## src/rtl/cdb_arbiter_pkg.sv

```systemverilog
// cdb_arbiter_pkg: shared Tomasulo CDB sizing and requester index constants
package cdb_arbiter_pkg;
  localparam int CDB_NUM_REQ = 4;
  localparam int PID_WIDTH = 6;
  localparam int PRF_DEPTH = 48;
  localparam int DATA_WIDTH = 32;
  localparam int ROB_TAG_WIDTH = 5;
  localparam int REQ_INT = 0;
  localparam int REQ_MUL = 1;
  localparam int REQ_DIV = 2;
  localparam int REQ_LS = 3;
endpackage

```

## src/rtl/cdb_arbiter_rr_arbiter.sv

```systemverilog
// rr_arbiter: round-robin pick of the first set request at or after rr_ptr
module rr_arbiter #(
  parameter int NUM_REQ = 4,
  parameter int PTR_W = (NUM_REQ > 1) ? $clog2(NUM_REQ) : 1
) (
  input  logic [NUM_REQ-1:0] req,
  input  logic [PTR_W-1:0]   rr_ptr,
  input  logic               enable,
  output logic [NUM_REQ-1:0] grant,
  output logic [PTR_W-1:0]   idx
);
  // scan from the farthest offset down so the nearest valid requester wins
  always_comb begin
    grant = '0;
    idx = '0;
    for (int k = NUM_REQ - 1; k >= 0; k--) begin
      if (enable && req[(int'(rr_ptr) + k) % NUM_REQ]) begin
        grant = NUM_REQ'(1) << ((int'(rr_ptr) + k) % NUM_REQ);
        idx = PTR_W'((int'(rr_ptr) + k) % NUM_REQ);
      end
    end
  end
endmodule

```

## src/rtl/cdb_arbiter.sv

```systemverilog
// cdb_arbiter: round-robin CDB arbitration with a registered broadcast that
// also drives the ready-bit array write port
module cdb_arbiter
  import cdb_arbiter_pkg::*;
#(
  parameter int NUM_REQ = CDB_NUM_REQ,
  parameter int PID_WIDTH = cdb_arbiter_pkg::PID_WIDTH,
  parameter int DATA_WIDTH = cdb_arbiter_pkg::DATA_WIDTH,
  parameter int ROB_TAG_WIDTH = cdb_arbiter_pkg::ROB_TAG_WIDTH
) (
  input  logic                             clk,
  input  logic                             reset,
  input  logic                             flush,
  input  logic [NUM_REQ-1:0]               req_valid,
  input  logic [NUM_REQ*PID_WIDTH-1:0]     req_pid,
  input  logic [NUM_REQ*DATA_WIDTH-1:0]    req_data,
  input  logic [NUM_REQ*ROB_TAG_WIDTH-1:0] req_rob_tag,
  output logic [NUM_REQ-1:0]               req_grant,
  output logic                             cdb_valid,
  output logic [PID_WIDTH-1:0]             cdb_pid,
  output logic [DATA_WIDTH-1:0]            cdb_data,
  output logic [ROB_TAG_WIDTH-1:0]         cdb_rob_tag,
  output logic                             rba_w_en,
  output logic [PID_WIDTH-1:0]             rba_w_addr,
  output logic                             rba_din
);
  localparam int PTR_W = (NUM_REQ > 1) ? $clog2(NUM_REQ) : 1;
  logic [PTR_W-1:0] rr_ptr, win;
  logic xfer;
  rr_arbiter #(.NUM_REQ(NUM_REQ), .PTR_W(PTR_W)) u_rr (
    .req(req_valid),
    .rr_ptr(rr_ptr),
    .enable(!reset && !flush),
    .grant(req_grant),
    .idx(win)
  );
  assign xfer = |req_grant;
  always_ff @(posedge clk) begin
    if (reset) begin
      rr_ptr <= '0;
      cdb_valid <= 1'b0;
      cdb_pid <= '0;
      cdb_data <= '0;
      cdb_rob_tag <= '0;
    end else begin
      cdb_valid <= xfer;
      if (xfer) begin
        rr_ptr <= (int'(win) == NUM_REQ - 1) ? '0 : win + 1'b1;
        cdb_pid <= req_pid[win*PID_WIDTH +: PID_WIDTH];
        cdb_data <= req_data[win*DATA_WIDTH +: DATA_WIDTH];
        cdb_rob_tag <= req_rob_tag[win*ROB_TAG_WIDTH +: ROB_TAG_WIDTH];
      end
    end
  end
  assign rba_w_en = cdb_valid;
  assign rba_w_addr = cdb_pid;
  assign rba_din = 1'b1;
endmodule
```

## config.mk

```make
export PLATFORM = sky130hd
export DESIGN_NAME = cdb_arbiter
export DESIGN_NICKNAME = d
export VERILOG_FILES = /design/src/rtl/cdb_arbiter_pkg.sv /design/src/rtl/cdb_arbiter_rr_arbiter.sv /design/src/rtl/cdb_arbiter.sv
export SDC_FILE = /design/constraint.sdc
export NUM_CORES = 1
export LEC_CHECK = 0
export ABC_CLOCK_PERIOD_IN_PS = 5700
export CORE_UTILIZATION = 42
export CTS_BUF_LIST = sky130_fd_sc_hd__clkbuf_8 sky130_fd_sc_hd__clkbuf_16
export DETAILED_ROUTE_END_ITERATION = 6
export GPL_TIMING_DRIVEN = 1
export PLACE_DENSITY = 0.88
export SYNTH_ARGS = -nofsm -noshare
export SYNTH_HDL_FRONTEND = slang
export SYNTH_SLANG_ARGS = --single-unit
```

## constraint.sdc

```tcl
create_clock -name clk -period 5.7 [get_ports clk]
set_clock_uncertainty 0.2 [all_clocks]
set_input_delay 0.855 -clock clk [delete_from_list [all_inputs] [get_ports clk]]
set_output_delay 0.855 -clock clk [all_outputs]
set_load 0.01 [all_outputs]
```

# Word-level counts from Yosys, hierarchy flattened

Index checks and enable logic that the tools add are counted.
Widths: inputs -> output; s select.

Register bits: 46
Output and inout port bits: 56
Word-level logic and storage cells: 57

$add $sub $neg: 4
Multiply operators: 2
$lt $le $gt $ge: 4
Equal/unequal tests: 1
Shift operators: 7
Mux-type cells: 20
Bitwise gates (word level): 3
Reduce and logical (&&, ||, !) cells: 11

Operators by type and width:

| operator             | number |
|---|---|
| $shiftx 128x8->32    | 1 |
| $shl 1x32->4 const A | 3 |
| $shiftx 24x6->6      | 1 |
| $shiftx 20x6->5      | 1 |
| $mux 4               | 4 |
| $lt 3x4->1 const B   | 3 |
| $mux 2               | 5 |
| $bmux 1 s2           | 4 |
| $mux 1               | 7 |
| $reduce_or 2->1      | 3 |
| $logic_and 1x1->1    | 5 |
| $mul 2x3->5 const B  | 1 |
| $add 2x1->2 const B  | 2 |
| $add 2x2->2 const B  | 2 |
| $mul 2x2->4 const B  | 1 |
| $reduce_or 4->1      | 1 |
| $shl 1x2->4 const A  | 1 |
| $and 1x1->1 const A  | 3 |
| $lt 2x3->1 const B   | 1 |
| $eq 2x1->1 const B   | 1 |
| $logic_not 1->1      | 2 |

# Longest topological paths before layout

Gate-level depths: netlist (run 1).

Word-level depth: 13
Mapped depth: 13

# Modules after synthesis

From an unflattened synthesis (run 1), not the netlist that was laid out.

Cell total of the unflattened synthesis: 247
Area total of the unflattened synthesis: 3206.8 µm²

By module, submodules not included:

| module      | instances | cells an instance | area each (µm²) |
|---|---|---|---|
| cdb_arbiter | 1         | 170               | 2642.5 |
| rr_arbiter  | 1         | 77                | 564.3 |

# Least setup slack after synthesis (run 1)

No wires, ideal clock.

Kind: register to output
Start point: register rr_ptr[0]
End point: output port req_grant[3]
Data arrival time: 2.480 ns
Required time: 4.645 ns
Setup slack: 2.165 ns
Cell stages (with the launch flop): 9
Cell sequence: dfxtp_1 > buf_4 > clkbuf_1 > inv_1 > ha_1 > nor3b_1 > a22o_2 > a21oi_1 > a31oi_1

Word-level cells in the longest chain between the ends: 9
Elaborated cells between the ends (all ways): 32

Ends and longest elaborated chain:

| item                                       | RTL line                                                   | RTL |
|---|---|---|
| start: declaration                         | cdb_arbiter.sv:28                                          | `logic [PTR_W-1:0] rr_ptr, win;` |
| start signal: assignment                   | cdb_arbiter.sv:48                                          | `rr_ptr <= (int'(win) == NUM_REQ - 1) ? '0 : win + 1'b1;` |
| $add 2x2->2                                | cdb_arbiter_rr_arbiter.sv:17, cdb_arbiter_rr_arbiter.sv:18 |  |
| $bmux 1 s2                                 | cdb_arbiter_rr_arbiter.sv:17                               | `if (enable && req[(int'(rr_ptr) + k) % NUM_REQ]) begin` |
| $mux 1 (not written as such) (2 in series) | cdb_arbiter_rr_arbiter.sv:17                               |  |
| $logic_and 1x1->1                          | cdb_arbiter_rr_arbiter.sv:17                               |  |
| $mux 4 (3 in series)                       | cdb_arbiter_rr_arbiter.sv:17                               |  |
| $mux 4 *                                   | cdb_arbiter_rr_arbiter.sv:17                               |  |
| end: declaration                           | cdb_arbiter.sv:18                                          | `output logic [NUM_REQ-1:0] req_grant,` |

Mark *: on every way between the ends. The rest lies on a longest branch, timed or not. The select of a mux whose other input is x is not followed.

# Worst setup path in the final report (run 1)

Start point: input port reset
End point: output port req_grant[2]

Word-level cells in the longest chain between the ends: 7
Elaborated cells between the ends (all ways): 10

Ends and longest elaborated chain:

| item                 | RTL line                     | RTL |
|---|---|---|
| start: declaration   | cdb_arbiter.sv:12            | `input logic reset,` |
| $logic_not 1->1 *    | cdb_arbiter.sv:33            | `.enable(!reset && !flush),` |
| $logic_and 1x1->1 *  | cdb_arbiter.sv:33            |  |
| $logic_and 1x1->1    | cdb_arbiter_rr_arbiter.sv:17 |  |
| $mux 4 (3 in series) | cdb_arbiter_rr_arbiter.sv:17 |  |
| $mux 4 *             | cdb_arbiter_rr_arbiter.sv:17 |  |

Mark *: on every way between the ends. The rest lies on a longest branch, timed or not.

==> results of run 1 <==
-- critical path, delay by kind of cell --
family | cells | cell delay (ns)
buffers and inverters | 3 | 1.72
AOI/OAI and AO/OA | 2 | 0.81
and+or+nand+nor | 2 | 0.28
-- power breakdown --
group	total, mW	switching (mW)	internal (mW)	leakage, nW
registers	0.604	0.104	0.500	0.387
logic	1.91	1.02	0.883	1.73
clock network	0.251	0.123	0.128	0.0607
total	2.76	1.25	1.51	2.18
-- worst max path at each step --
stage,cells past startpoint,endpoint,start,slack [ns]
6_report,7,req_grant[2],reset,0.98
5_1_grt,7,req_grant[2],reset,0.84
4_1_cts,7,req_grant[2],reset,1.01
3_5_place_dp,7,req_grant[2],reset,1.02
3_3_place_gp,7,req_grant[3],reset,1.14
2_1_floorplan,8,req_grant[3],rr_ptr[0],2.16
-- state kept, by name, summed over array words and instances (netlist names) --
register / count
cdb_valid: 1
cdb_rob_tag: 5
cdb_data: 32
rr_ptr: 2
cdb_pid: 6
-- area by class of cell --
cell class / count / area (um^2)
Sequential cell: 46 / 922
Timing Repair Buffer: 245 / 2420
Multi-Input combinational cell: 410 / 2780
Tap cell: 111 / 139
Fill cell: 751 / 2810
Clock buffer: 5 / 68.8
Clock inverter: 3 / 37.5
Inverter: 4 / 15.0
-- stage by stage --
stage	hold WS [ns]	utilization	area (um^2)
2_1_floorplan	0.303	-	3980
3_3_place_gp	0.266	0.682	6280
3_5_place_dp	0.275	0.682	6280
4_1_cts	0.293	0.694	6380
5_1_grt	0.318	0.694	6380
6_report	0.288	0.694	6380
-- metal layers --
layer  vias up  global-route usage
li1       2429                   -
met1      2489               0.396
met2       327               0.533
met3        38              0.0703
met4         0               0.127
met5         -                   0
-- cells in the final DEF (no fill, tap or decap), types with 2 or more instances in the layout --
cell,n
inv_1,6
mux2i_1,4
nand4_1,47
nor3b_1,44
a21oi_1,6
o41ai_1,42
nor2_1,7
buf_4,12
dfxtp_1,45
clkbuf_8,5
nand2_1,88
clkdlybuf4s50_1,233
a21o_1,2
o22ai_1,2
a31oi_1,5
nand3b_1,42
o221ai_1,42
or3_1,2
nor3_1,43
o22a_1,2
nand3_1,4
ha_1,8
-- cells by family after synthesis --
family,count (synthesis)
buffers and inverters,72
and+or+nand+nor,282
other,1
AOI/OAI and AO/OA,111
DFF,46
muxes,7
xor gates and xnor gates,1
adders and majority gates,8
==> impl_metrics.json, run 1 <==
{
  "drt_iter0_drc": 283,
  "fin_nets": 899,
  "synth-xor-area-share": 0.00220,
  "worstPathRequired_ns": 4.64,
  "synth_edf_count": 0,
  "start_kind": "input pin",
  "dr_wl_met2_um": 7760,
  "hp-start": "cdb_data[9]",
  "synth_top_area_cell": "dfxtp_1",
  "area_delta_synth_final_pct": 60.2,
  "grt_start_max_net_pins": 77,
  "fin_crit_sh": 0.829,
  "synth_warnings": 0,
  "die_h_um": 99.4,
  "hold_class": "reg2reg",
  "io_buffers": 233,
  "worstReg2RegEnd": "cdb_data[15]",
  "ir_worst_vdd_mv": 0.326,
  "yosys.cell_types.count": 40,
  "htreeDepth": 2,
  "synthAdderAreaFrac": 0.0251,
  "critical_path_class": "in2out",
  "crit_slowest_cell": "clkdlybuf4s50_1",
  "clockBufferDepth": 2,
  "ant_nets": 0,
  "final_cell_count_no_fill": 824,
  "cts_resized": 0,
  "setup_viol": 0,
  "wl_met1_um": 6340,
  "clk_pin_slew_worst_paths_ns": 0.10,
  "synth.area.mux_share": 0.0223,
  "viasPerCell": 6.41,
  "critPathMaxFanout": 26,
  "dp_hpwl_um": 11100,
  "rsz0062_at_grt": "false",
  "place_ws_ns": 1.02,
  "grt_use_total": 0.318,
  "slew_viol_final": 0,
  "ctsHoldBuffers": 0,
  "drc": 0,
  "reg2reg_depth": 9,
  "core_area_um2": 9200,
  "holdPathEnd": "cdb_data[9]",
  "ys_top_cells_by_count": "88 x nand2_1, 47 x nand4_1, 46 x dfxtp_1",
  "cts_tree": "yes",
  "cts_made_buffers": 5,
  "wire_per_inst_um": 19.5,
  "p_leak_nw": 2.18,
  "num_rows": 35,
  "whs_path_depth": 2,
  "post_cts_buffers": 0,
  "path_common_cell": "clkdlybuf4s50_1",
  "fmax_mhz": 212,
  "ys_seq_area_frac": 0.231,
  "antenna_found_initial": 0,
  "synth_compound_area_frac": 0.236,
  "insertion_delay_ns": 0.30,
  "fin_ws_ns": 0.977,
  "globalplace.congestion": 0.939,
  "die_w_um": 99.4,
  "drtPass1Iterations": 5,
  "num_vias": 5283,
  "worstPathCellList": "clkdlybuf4s50_1 > buf_4 > nor3_1 > a22oi_2 > nand4_1 > a31oi_1 > clkdlybuf4s50_1",
  "cp-end-kind": "primary output",
  "drive_gt1_frac": 0.0449,
  "synth-async-reset-ratio": 0,
  "r2r-start": "rr_ptr[1]",
  "synth.top_cells.by_area": "dfxtp_1 23%, o221ai_1 9.2%, o41ai_1 9.2%",
  "synthSimpleGateAreaFrac": 0.400,
  "powerDensity_nw_per_um2": 433,
  "yosysMostFrequentCell": "nand2_1",
  "wl_um": 16100,
  "avgSynthCellArea_um2": 7.55,
  "clock_sinks": 46,
  "cpPeakStageDelay_ns": 0.74,
  "synth-main-ff-cell": "dfxtp_1",
  "syn_inst": 528,
  "hold_violations": 0,
  "min_period_ns": 4.72,
  "highest-signal-layer": "met4",
  "start_util": 0.433,
  "die-area_um2": 9880,
  "syn_nets": 715,
  "outcome": "completed",
  "ys_ff_latch": 46,
  "relSlewSlack": 0.339,
  "dr_wl_met3_um": 1600,
  "r2r_slack_ns": 1.83,
  "grt_pass1_wl_um": 25400,
  "setup_tns_ns": 0,
  "synth_top_family_by_area": "simple AND/OR/NAND/NOR gates",
  "clock-root-buffer": "clkbuf_8",
  "grt_pass1_vias": 5195,
  "io_pins": 235,
  "total_power_mw": 2.76,
  "num_antenna_cells": 0,
  "synthesis.area_um2": 3980,
  "arrival_ns": 3.67,
  "overflow": 0,
  "placed_cells": 816,
  "synth.top_cell.area_share": 0.231,
  "tightest_slew_ns": 0.990,
  "maxCapViolCount": 0
}
(Power assumes the default switching activity.)
==> inputs of run 2 (changes only) <==
--- a/config.mk
+++ b/config.mk
@@ -5,12 +5,12 @@
 export SDC_FILE = /design/constraint.sdc
 export NUM_CORES = 1
 export LEC_CHECK = 0
-export ABC_CLOCK_PERIOD_IN_PS = 5700
-export CORE_UTILIZATION = 42
+export ABC_CLOCK_PERIOD_IN_PS = 4100
+export CORE_UTILIZATION = 35
 export CTS_BUF_LIST = sky130_fd_sc_hd__clkbuf_8 sky130_fd_sc_hd__clkbuf_16
 export DETAILED_ROUTE_END_ITERATION = 6
 export GPL_TIMING_DRIVEN = 1
-export PLACE_DENSITY = 0.88
+export PLACE_DENSITY = 0.78
 export SYNTH_ARGS = -nofsm -noshare
 export SYNTH_HDL_FRONTEND = slang
 export SYNTH_SLANG_ARGS = --single-unit
==> constraint.sdc (replaced) <==
create_clock -name clk -period 4.1 [get_ports clk]
set_clock_uncertainty 0.2 [all_clocks]
set_input_delay 0.615 -clock clk [delete_from_list [all_inputs] [get_ports clk]]
set_output_delay 0.615 -clock clk [all_outputs]
set_load 0.01 [all_outputs]
==> run 2 against run 1 <==
Against the previous run: sequential power rose by 43%; worst hold slack worse by 0.0022 ns; first-iteration DRC count is 64% higher; non-clock buffer count up 7; routed wire length increased by 2.4%; via count about the same; count of clock-buffer cells in the layout up 1; sequential share of layout area decreased by 0.54 points; worst setup slack got worse by 0.79 ns; register-to-register slack got worse by 1.2 ns; critical endpoint is now req_grant[1]; largest power group unchanged; highest routed layer unchanged.
==> impl_metrics.json, run 2 (synthesis gave the netlist of run 1 again) <==
{
  "critical_path_depth": 7,
  "r2r-start": "rr_ptr[1]",
  "cp-end-kind": "primary output",
  "fmax_mhz": 256,
  "path_buf_inv": 2,
  "fillCellCount": 972,
  "globalplace.congestion": 0.933,
  "fin_nets": 907,
  "clock-root-buffer": "clkbuf_16",
  "drtPass1Iterations": 4,
  "cts_tree": "yes",
  "ant_nets": 0,
  "hp-start": "cdb_data[21]",
  "powerDensity_nw_per_um2": 621,
  "rsz0062_at_grt": "false",
  "num_rows": 38,
  "worstPathRequired_ns": 3.28,
  "core_area_um2": 11000,
  "clk_pin_slew_worst_paths_ns": 0.07,
  "start_util": 0.363,
  "viasPerCell": 6.13,
  "die-area_um2": 11800,
  "min_period_ns": 3.91,
  "top_register": "cdb_data",
  "dpl-instance-area_um2": 6390,
  "hold_class": "reg2reg",
  "outcome": "completed",
  "antenna_found_initial": 0,
  "htreeDepth": 2,
  "crit_family": "buffers and inverters",
  "ir_worst_vdd_mv": 0.553,
  "overflow": 0,
  "die_w_um": 109,
  "largest_reg_flops": 32,
  "num_antenna_cells": 0,
  "drt_iter0_drc": 464,
  "clockBufferDepth": 2,
  "p_leak_nw": 2.27,
  "mostFrequentLayoutCells": "233 x clkdlybuf4s50_1, 88 x nand2_1, 47 x nand4_1",
  "setup_tns_ns": 0,
  "whs_path_depth": 2,
  "wl_um": 16500,
  "cpPeakStageDelay_ns": 0.61,
  "relSlewSlack": 0.624,
  "num_vias": 5279,
  "insertion_delay_ns": 0.28,
  "wire_per_inst_um": 19.1,
  "io_pins": 235,
  "crit_slowest_cell": "clkdlybuf4s50_1",
  "critPathMaxFanout": 8,
  "cts_made_buffers": 5,
  "dp_hpwl_um": 11800,
  "setup_viol": 0,
  "arrival_ns": 3.09,
  "clock_sinks": 46,
  "slew_viol_final": 0,
  "hold_violations": 0,
  "reg2reg_depth": 11,
  "critical_path_class": "reg2out",
  "grt_pass1_wl_um": 25800,
  "grt_start_max_net_pins": 89,
  "worstPathCellList": "inv_1 > ha_2 > nor3b_4 > a22oi_1 > nand4_1 > a31oi_1 > clkdlybuf4s50_1",
  "tightest_slew_ns": 0.565,
  "drc": 0,
  "hold_slack_ns": 0.286,
  "maxCapViolCount": 0,
  "area_delta_synth_final_pct": 66.9,
  "grt_pass1_vias": 5193,
  "fin_crit_sh": 0.954,
  "final_area_um2": 6650,
  "start_kind": "register",
  "final_core_util": 0.605,
  "reg.largest.list": "cdb_data x32, cdb_pid x6, cdb_rob_tag x5",
  "drive_gt1_frac": 0.0652,
  "die_h_um": 109,
  "grt_use_total": 0.275,
  "io_buffers": 233,
  "crit_start": "rr_ptr[1]",
  "ctsHoldBuffers": 0,
  "final_common_cell": "clkdlybuf4s50_1"
}
[run 2: changes by cell type in the layout (fill, tap and decap cells not counted), moves of 3 or more]
cell,delta
buf_12,+3
buf_4,+4
clkbuf_16,+5
clkbuf_8,-4
[run 2: final timing paths]
path	slack, ns	end
setup / recovery	0.19	req_grant[1]
hold / removal	0.29	cdb_data[21]
setup reg to reg	0.66	cdb_data[19]
hold reg to reg	0.29	cdb_data[21]
[run 2: final cells by class]
cell class / count / area, um^2 / area share
clock inverter: 2 / 60.1 / 0.00903
sequential: 46 / 925 / 0.139
inverter: 4 / 15.0 / 0.00226
tap: 140 / 175 / 0.0263
timing repair buffer: 252 / 2510 / 0.378
clock buffer: 6 / 139 / 0.0209
multi-input combinational: 411 / 2820 / 0.425
[run 2: power breakdown]
part	switching, mW	internal, mW
Sequential	0.167	0.698
Combinational	1.42	1.30
Clock	0.177	0.366
Total	1.76	2.37
[run 2: worst register-to-register path, stage by stage (launching register included)]
cell     delay [ns]
dfxtp_1        0.52
inv_1          0.19
ha_2           0.46
nor3b_4        0.31
a22oi_1        0.22
nand4_1        0.14
a31oi_1        0.16
nor4_4         0.38
buf_12         0.33
inv_1          0.15
nor3b_1        0.21
a21o_1         0.10
[run 2: metal layers]
layer  GRT usage  vias to the layer above  share of wire  wire, um
met2       0.497                      254           0.51      8390
met4      0.0869                        0          0.029       484
met3      0.0460                       42          0.072      1190
li1            -                     2455              -         -
met5           0                        -              0         0
met1       0.328                     2528           0.39      6420
[run 2: per-stage QoR]
step                power (mW)  setup slack (ns)  std cells
detailed placement        3.55             0.200        851
finish                    4.13             0.190        861
floorplan                 2.44             0.604        528
global route              4.42            0.0450        861
CTS                       4.12            0.0359        860
global placement          3.48             0.324        851
[run 2: timing repair]
item | in CTS | in global routing
gates resized for setup | 1 | 7
gates cloned | 0 | 1
endpoints found under the setup margin | 4 | 4
buffers inserted | 1 | 0
pin swaps | 1 | 1
==> patch (flow settings as in run 2) <==
Set the package constant `CDB_NUM_REQ` to 8 (it was 4).
--- a/src/rtl/cdb_arbiter_pkg.sv
+++ b/src/rtl/cdb_arbiter_pkg.sv
@@ -1,6 +1,6 @@
 // cdb_arbiter_pkg: shared Tomasulo CDB sizing and requester index constants
 package cdb_arbiter_pkg;
-  localparam int CDB_NUM_REQ = 4;
+  localparam int CDB_NUM_REQ = 8;
   localparam int PID_WIDTH = 6;
   localparam int PRF_DEPTH = 48;
   localparam int DATA_WIDTH = 32;
Interface: changed (5 resized); port bits go from 235 to 415. The function was not compared with the original's and may differ.
==> patch against run 2 <==
  * The flow now finishes with violations (negative setup slack)
  * Sequential power rose by 2.4%
  * Sequential share of layout area fell by 8.3 points
  * Combinational power rose to 5.0 times the old value
  * Final area rose to 2.5 times the old value
  * Hold slack improved by 0.11 ns
  * Setup slack got worse by 0.33 ns
  * Synthesized area rose by 140%
  * Power rose to 3.6 times the old value
  * Sequential cell count rose by 1
  * Routed wire length rose to 3.6 times the old value
  * Core utilization rose by 2.2 points
  * Largest cell class unchanged
==> patch: results (changes against run 2) <==
| Metric | Value |
|---|---|
| Status | complete, but fails checks (was completed) |
| WP data arrival | 4.21 ns (was 3.09 ns) |
| Met3 wire length | 6.64 mm (was 1.19 mm) |
| Tot GR Track Use | 0.378 (was 0.275) |
| Top fanout value on the critical path | 7 (was 8) |
| Post-Syn Nets | 1652 (was 715) |
| GRT met1 Usage | 0.487 (was 0.328) |
| Placer Congestion | 1.02 (was 0.933) |
| Fraction of layout cells with a size suffix above 1 | 0.269 (was 0.0652) |
| Final setup viols | 43 (was 0) |
| Placed insts | 2046 (was 851) |
| M2 GR Usage | 0.612 (was 0.497) |
| Seq/Total Area, Yosys | 0.0973 (was 0.231) |
| PnR worst setup slack | -0.138 ns (was 0.190 ns) |
| WL met2 | 26.6 mm (was 8.39 mm) |
| Failing checks | negative setup slack |
| Met3 Use GR | 0.0783 (was 0.0460) |
| Drt via density | 6.97 (was 6.13) |
| Placed cell areas | 15300 sq um (was 6390 sq um) |
| Pin count of the biggest net entering global routing | 86 (was 89) |
| DRT iter0 DRCs | 1960 (was 464) |
| Vias in the first global route | 13400 (was 5193) |
| Slew of the pin with the lowest slew margin | 1.04 ns (was 0.565 ns) |
| Multi-input gate area | 8500 sq um (was 2820 sq um) |
| Port Buf Inserts | 413 (was 233) |
| Post-Synthesis Cells | 1285 (was 528) |
| First-pass GRT wire length | 82.7 mm (was 25.8 mm) |
| Leading post-synthesis cells by cell area | o221ai_1 12%, o211ai_1 9.9%, dfxtp_1 9.7%, o21ai_0 7.2%, mux2i_1 5.9% (was dfxtp_1 23%, o221ai_1 9.2%, o41ai_1 9.2%, nand2_1 8.3%, nor3b_1 8.3%) |
| CP max stage cell | mux4_2 (was clkdlybuf4s50_1) |
| WL met1 | 22.8 mm (was 6.42 mm) |
| Top cells by count, synth | 139 x o21ai_0, 128 x o211ai_1, 128 x o221ai_1, 121 x clkbuf_1, 67 x a21oi_1 (was 88 x nand2_1, 47 x nand4_1, 46 x dfxtp_1, 45 x clkbuf_1, 44 x nor3b_1) |
==> patch: critical path: cells and delay by family (launching register included) <==
kind                       cells  cell delay [ns]
AOI/OAI and AO/OA              2             0.14
and+or+nand+nor                4             1.08
adders and majority gates      1             0.26
DFF                            1             0.40
buffers and inverters          9             1.24
muxes                          2             0.77
==> patch: repair_timing <==
item / 4_1_cts / 5_1_grt
resized for setup: 76 / 97
cloned: 5 / 7
pin swaps: 22 / 44
endpoints found under the setup margin: 54 / 52
buffers inserted: 23 / 41
==> patch: final cells by class <==
type / instances / area share
timing repair buffer: 677 / 0.404
clock buffer: 5 / 0.00738
sequential: 47 / 0.0560
multi-input combinational: 1045 / 0.501
clock inverter: 3 / 0.00273
inverter: 9 / 0.00229
antenna: 4 / 0.000591
tap: 341 / 0.0252
==> patch: worst paths after layout <==
| check | startpoint | endpoint | slack (ns) | cells past startpoint |
|---|---|---|---|---|
| min reg2reg | cdb_rob_tag[0] | cdb_rob_tag[0] | 0.40 | 2 |
| max reg2reg | rr_ptr[0] | cdb_data[25] | -0.14 | 18 |
| min | cdb_rob_tag[0] | cdb_rob_tag[0] | 0.40 | 2 |
| max | rr_ptr[0] | cdb_data[25] | -0.14 | 18 |
==> patch: where the power goes <==
group | switching, mW | leakage [nW] | internal, mW | total (mW)
clock | 0.226 | 0.0805 | 0.291 | 0.518
sequential | 0.215 | 0.392 | 0.671 | 0.886
combinational | 7.39 | 5.58 | 6.15 | 13.5
total | 7.84 | 6.05 | 7.12 | 15.0
==> patch: kinds of logic after synthesis <==
kind of cell / count (synthesis) / share of synthesized area
compound gates: 622 / 0.471
xor+xnor: 2 / 0.00181
fa+ha+maj: 12 / 0.0155
buf+inv: 196 / 0.0976
flops: 47 / 0.0973
mux: 119 / 0.144
other cells: 1 / 0.000388
simple gates: 286 / 0.172
